**src/rtl/alpha_blend_stage.sv**
```systemverilog
// Texel-over-framebuffer alpha blend stage: read-modify-write of one pixel every
// four cycles, with a frame-complete handshake toward the output controller.
module alpha_blend_stage #(
  parameter int MAX_PIXEL = 76799
) (
  input  logic        clk,
  input  logic        reset,
  input  logic        tex_valid,
  output logic        tex_ready,
  input  logic [7:0]  tex_r,
  input  logic [7:0]  tex_g,
  input  logic [7:0]  tex_b,
  input  logic [7:0]  tex_alpha,
  input  logic [16:0] tex_pixel,
  input  logic        tex_last,
  output logic [16:0] fb_pixel,
  input  logic [7:0]  fb_read_r,
  input  logic [7:0]  fb_read_g,
  input  logic [7:0]  fb_read_b,
  output logic [7:0]  write_r,
  output logic [7:0]  write_g,
  output logic [7:0]  write_b,
  output logic        fb_write,
  output logic        frame_ready,
  input  logic        frame_done,
  output logic [16:0] blend_count
);

  typedef enum logic [2:0] {
    IDLE  = 3'd0,
    READ  = 3'd1,
    BLEND = 3'd2,
    WRITE = 3'd3,
    FRAME = 3'd4,
    DRAIN = 3'd5
  } state_e;

  localparam logic [16:0] MAX_PIX   = 17'(MAX_PIXEL);
  localparam logic [16:0] COUNT_MAX = 17'h1FFFF;

  // Folding bit 7 back in maps 255 to 256 so opaque texels pass through exactly.
  function automatic logic [8:0] alpha_scale(input logic [7:0] a);
    return {1'b0, a} + {8'd0, a[7]};
  endfunction

  function automatic logic [7:0] blend_ch(input logic [7:0] src, input logic [7:0] dst,
                                          input logic [8:0] a);
    logic [16:0] sum;
    sum = 17'(src) * 17'(a) + 17'(dst) * 17'(9'd256 - a);
    return 8'(sum >> 8);
  endfunction

  state_e      state_q;
  logic        tex_ready_q;
  logic        fb_write_q;
  logic        frame_ready_q;
  logic [7:0]  write_r_q, write_g_q, write_b_q;
  logic [16:0] blend_count_q;
  logic [7:0]  src_r_q, src_g_q, src_b_q, alpha_q;
  logic [16:0] pix_q;
  logic        last_q;

  logic [8:0]  alpha_s;
  logic [7:0]  blend_r_d, blend_g_d, blend_b_d;
  logic        in_range_s;
  logic [16:0] fb_pixel_s;

  always_comb begin
    alpha_s    = alpha_scale(alpha_q);
    blend_r_d  = blend_ch(src_r_q, fb_read_r, alpha_s);
    blend_g_d  = blend_ch(src_g_q, fb_read_g, alpha_s);
    blend_b_d  = blend_ch(src_b_q, fb_read_b, alpha_s);
    in_range_s = (pix_q <= MAX_PIX);
    // In IDLE the RAM address tracks the incoming texel so read data is ready by BLEND.
    fb_pixel_s = (state_q == IDLE) ? tex_pixel : pix_q;
  end

  always_ff @(posedge clk) begin
    if (reset) begin
      state_q       <= IDLE;
      tex_ready_q   <= 1'b0;
      fb_write_q    <= 1'b0;
      frame_ready_q <= 1'b0;
      write_r_q     <= 8'd0;
      write_g_q     <= 8'd0;
      write_b_q     <= 8'd0;
      blend_count_q <= 17'd0;
      src_r_q       <= 8'd0;
      src_g_q       <= 8'd0;
      src_b_q       <= 8'd0;
      alpha_q       <= 8'd0;
      pix_q         <= 17'd0;
      last_q        <= 1'b0;
    end else begin
      fb_write_q    <= 1'b0;
      frame_ready_q <= 1'b0;
      case (state_q)
        IDLE: begin
          if (tex_valid && tex_ready_q) begin
            src_r_q     <= tex_r;
            src_g_q     <= tex_g;
            src_b_q     <= tex_b;
            alpha_q     <= tex_alpha;
            pix_q       <= tex_pixel;
            last_q      <= tex_last;
            tex_ready_q <= 1'b0;
            state_q     <= READ;
          end else begin
            tex_ready_q <= 1'b1;
          end
        end
        READ: state_q <= BLEND;
        BLEND: begin
          write_r_q <= blend_r_d;
          write_g_q <= blend_g_d;
          write_b_q <= blend_b_d;
          // Out-of-frame texels still walk the pipeline but never reach memory.
          if (in_range_s) begin
            fb_write_q <= 1'b1;
            if (blend_count_q != COUNT_MAX) begin
              blend_count_q <= blend_count_q + 17'd1;
            end
          end
          state_q <= WRITE;
        end
        WRITE: begin
          if (last_q) begin
            frame_ready_q <= 1'b1;
            state_q       <= FRAME;
          end else begin
            tex_ready_q <= 1'b1;
            state_q     <= IDLE;
          end
        end
        FRAME: state_q <= DRAIN;
        DRAIN: begin
          if (frame_done) begin
            blend_count_q <= 17'd0;
            tex_ready_q   <= 1'b1;
            state_q       <= IDLE;
          end
        end
        default: begin
          tex_ready_q <= 1'b0;
          state_q     <= IDLE;
        end
      endcase
    end
  end

  assign tex_ready   = tex_ready_q;
  assign fb_pixel    = fb_pixel_s;
  assign write_r     = write_r_q;
  assign write_g     = write_g_q;
  assign write_b     = write_b_q;
  assign fb_write    = fb_write_q;
  assign frame_ready = frame_ready_q;
  assign blend_count = blend_count_q;

endmodule

```
**config.mk**
```make
export PLATFORM = sky130hd
export DESIGN_NAME = alpha_blend_stage
export DESIGN_NICKNAME = d
export VERILOG_FILES = /design/src/rtl/alpha_blend_stage.sv
export SDC_FILE = /design/constraint.sdc
export NUM_CORES = 1
export LEC_CHECK = 0
export CORE_MARGIN = 2
export CORE_UTILIZATION = 50
export CTS_CLUSTER_DIAMETER = 100
export CTS_CLUSTER_SIZE = 28
export DETAILED_ROUTE_END_ITERATION = 16
export PLACE_DENSITY = 0.7
export SLEW_MARGIN = 20
export SYNTH_ARGS = -nofsm -noshare
export SYNTH_HDL_FRONTEND = slang
export SYNTH_SLANG_ARGS = --single-unit
```
**constraint.sdc**
```tcl
create_clock -name clk -period 14.54 [get_ports clk]
set_input_delay 2.908 -clock clk [delete_from_list [all_inputs] [get_ports clk]]
set_output_delay 2.908 -clock clk [all_outputs]
set_load 0.01 [all_outputs]
```
==> results.py <==
metrics = {
    "global_route": {
        "grt_pass1_wl_microns": 74100,
        "grt-ovfl-total": 0,
        "grt_max_degree": 88,
        "first_global_vias": 15100,
        "grtUsageTotal": 0.238,
        "grt_antenna_before_repair": 0,
    },
    "yosys": {
        "synthCells": 2159,
        "synth_warnings": 0,
        "synth_ff_type": "dfxtp_1",
        "async_flop_share": 0,
        "seq_area_frac_synth": 0.104,
        "synth_nets": 2767,
        "yosys_register_bits": 97,
        "ys_types": 52,
        "syn_avg_cell_area_sq_um": 8.67,
        "synth_edf_count": 0,
        "syn_area_sq_um": 18700,
    },
    "setup_path": {
        "r2r_cells": 30,
        "rrSetupSlack_ps": 6050,
        "cp_slowest_stage_delay_ps": 740,
        "cpMostUsedCell": "fa_1",
        "start_kind": "primary input",
        "crit_path_max_fanout": 10,
        "crit_arrival_ps": 9220,
        "cp.required_ps": 14820,
        "critPathTopFamily": "adder cells",
        "path_class": "primary input to register",
        "worstReg2RegEnd": "write_b[7]$_SDFFE_PP0P_",
        "worst-path-buf-inv": 6,
        "critical_path.cell_chain": "clkdlybuf4s50_1 -> nand2_1 -> fa_1 -> inv_1 -> fa_1 -> inv_1 -> fa_1 -> inv_1 -> fa_1 -> fa_1 -> inv_1 -> fa_1 -> inv_1 -> ha_1 -> nor3_1 -> o211ai_1 -> a311oi_1 -> o21ai_0 -> a31o_2 -> a21oi_1 -> xnor2_1 -> a211oi_1",
        "worstReg2RegStart": "alpha_q[7]$_SDFFE_PP0P_",
        "cp-end-kind": "register",
        "crit_slowest_cell": "clkdlybuf4s50_1",
    },
    "clock_tree": {
        "cts_num_sinks": 97,
        "cts_root_buf": "clkbuf_16",
        "clk_pin_slew_worst_paths_ps": 80,
        "cts_tree": "done",
        "clockBufferDepth": 2,
        "cts_setup_buffers": 0,
        "cts_hold_buf": 0,
        "cts_resized": 0,
        "cts_buffers": 9,
        "htree_levels": 3,
        "clkLatencyLatePin_ps": 370,
    },
    "finish": {
        "layout.nets": 2819,
        "drive_above_1_share": 0.0325,
        "layout_common_cells": "inv_1 (450), nand2_1 (380), fa_1 (366), and2_1 (223), ha_1 (164)",
        "antenna_cells": 0,
        "fin_cells": 2684,
        "final_common_cell": "inv_1",
        "syn_to_final_growth_pct": 11.0,
    },
    "floorplan": {
        "core_area_sq_um": 36800,
        "io_pins": 139,
        "die_h_microns": 198,
        "die_area_sq_um": 39000,
        "die_w_microns": 198,
        "start_util": 0.509,
        "placementRows": 70,
    },
    "placed_design": {
        "dp_cells": 2668,
        "gp_congestion": 0.846,
        "dp_hpwl_microns": 34800,
        "numPortBuffers": 138,
    },
    "timing": {
        "setup_viol": 0,
        "hold_violations": 0,
        "worst_pin_slew_ps": 1070,
        "setup_tns_ps": 0,
        "finClkSkew_ps": 14.5,
        "max_freq_ghz": 0.112,
        "rsz0062_at_grt": "false",
        "finalCritPeriodShare": 0.615,
        "maxSlewViolCount": 0,
        "period_needed_ps": 8940,
        "maxSlewHeadroom": 0.288,
    },
    "routing": {
        "drt_wl_total_microns": 43800,
        "via_per_inst": 5.22,
        "firstDrtPassIters": 6,
        "vias": 14000,
        "antenna_left": 0,
        "avgRoutedWirePerCell_microns": 16.3,
        "drc": 0,
        "drtIter0Drc": 711,
    },
    "run": {
        "drv_cap": 0,
    },
    "hold_path": {
        "whs_endpoint": "write_r[1]$_SDFFE_PP0P_",
        "hp-class": "register to register",
        "min_from": "write_r[1]$_SDFFE_PP0P_",
        "min_path_cells": 2,
    },
    "power": {
        "power.total_uw": 3970,
        "leakage_uw": 0.0101,
        "powerDensity_nw_per_um2": 191,
        "ir_drop_mv": 0.173,
    },
    "run_status": {
        "status": "complete, no violations",
    },
}
-- Yosys cell counts (2+ instances only) --
cell type	n	area, sq um
buf_1	25	93.8
nand2_1	380	1430
nand4_1	7	43.8
a21oi_1	82	410
fa_1	366	7330
mux2_2	17	191
o21ai_0	21	105
nand2b_1	2	12.5
xor2_1	28	245
a31oi_1	5	31.3
or3_1	10	62.6
nor2_1	47	176
a211oi_1	8	60.1
mux2i_1	4	40.0
and2_1	223	1400
o211ai_1	5	37.5
a311oi_1	2	17.5
clkbuf_2	2	10.0
nand3_1	15	75.1
a21o_1	2	15.0
nand3b_1	3	22.5
xnor2_1	55	482
nor3_1	14	70.1
ha_1	164	2050
dfxtp_1	97	1940
nor2b_1	4	25.0
a22oi_1	2	15.0
or2_2	3	18.8
xnor3_1	3	67.6
o21bai_1	5	37.5
inv_1	450	1690
and3_1	2	12.5
clkbuf_1	87	327
-- cell families after synthesis --
kind of cell / synth area share
multiplexers: 0.0124
flip-flops: 0.104
XOR/XNOR: 0.0433
AND/OR/NAND/NOR: 0.182
buffers and inverters: 0.113
adder cells (fa/ha/maj): 0.501
AO/OA/AOI/OAI: 0.0444
-- worst max path at each step --
stage	cells past startpoint	slack [ps]	from	endpoint
3_5_place_dp	22	5250	fb_read_b[0]	write_b[7]$_SDFFE_PP0P_
4_1_cts	22	5610	fb_read_b[0]	write_b[7]$_SDFFE_PP0P_
2_1_floorplan	22	6260	fb_read_b[0]	write_b[7]$_SDFFE_PP0P_
3_3_place_gp	22	5270	fb_read_b[0]	write_b[6]$_SDFFE_PP0P_
5_1_grt	22	5090	fb_read_b[0]	write_b[7]$_SDFFE_PP0P_
6_report	22	5600	fb_read_b[0]	write_b[7]$_SDFFE_PP0P_
-- tightest hold or removal path: stages, from the launching register on --
cell	delay [ps]
dfxtp_1	310
nand2_1	50
a21oi_1	50
-- layer usage --
layer	vias to the layer above	global-route usage	wire length, microns
met3	70	0.0278	2230
met5	-	0	0
met4	0	0.0682	1120
met2	377	0.430	22900
met1	7069	0.298	17600
li1	6483	-	-
-- per-stage QoR --
| step | setup WS, ps | hold WS [ps] | instance area (sq um) | utilization |
|---|---|---|---|---|
| after floorplan | 6260 | 434 | 18700 | - |
| after global placement | 5270 | 439 | 20500 | 0.556 |
| after detailed placement | 5250 | 447 | 20500 | 0.556 |
| after CTS | 5610 | 458 | 20800 | 0.565 |
| after global routing | 5090 | 474 | 20800 | 0.565 |
| final | 5600 | 455 | 20800 | 0.565 |
-- sequential cells by signal, summed over array words and instances, names as in the netlist --
signal       cells
state_q          3
src_b_q          8
write_b          8
src_g_q          8
pix_q           17
fb_write         1
blend_count     17
alpha_q          8
last_q           1
tex_ready        1
frame_ready      1
src_r_q          8
write_r          8
write_g          8
-- layout make-up --
type | count | area (sq um)
clock buffer | 9 | 225
clock inverter | 7 | 88.8
fill | 3294 | 16000
inverter | 450 | 1690
multi-input combinational | 1497 | 14700
sequential | 97 | 1940
tap | 468 | 586
timing repair buffer | 156 | 1510
-- power by group --
group	switching (uW)	internal [uW]
logic	1880	1480
clock network	134	124
registers	46.9	307
Note: power is estimated with default switching activity, not from simulation.
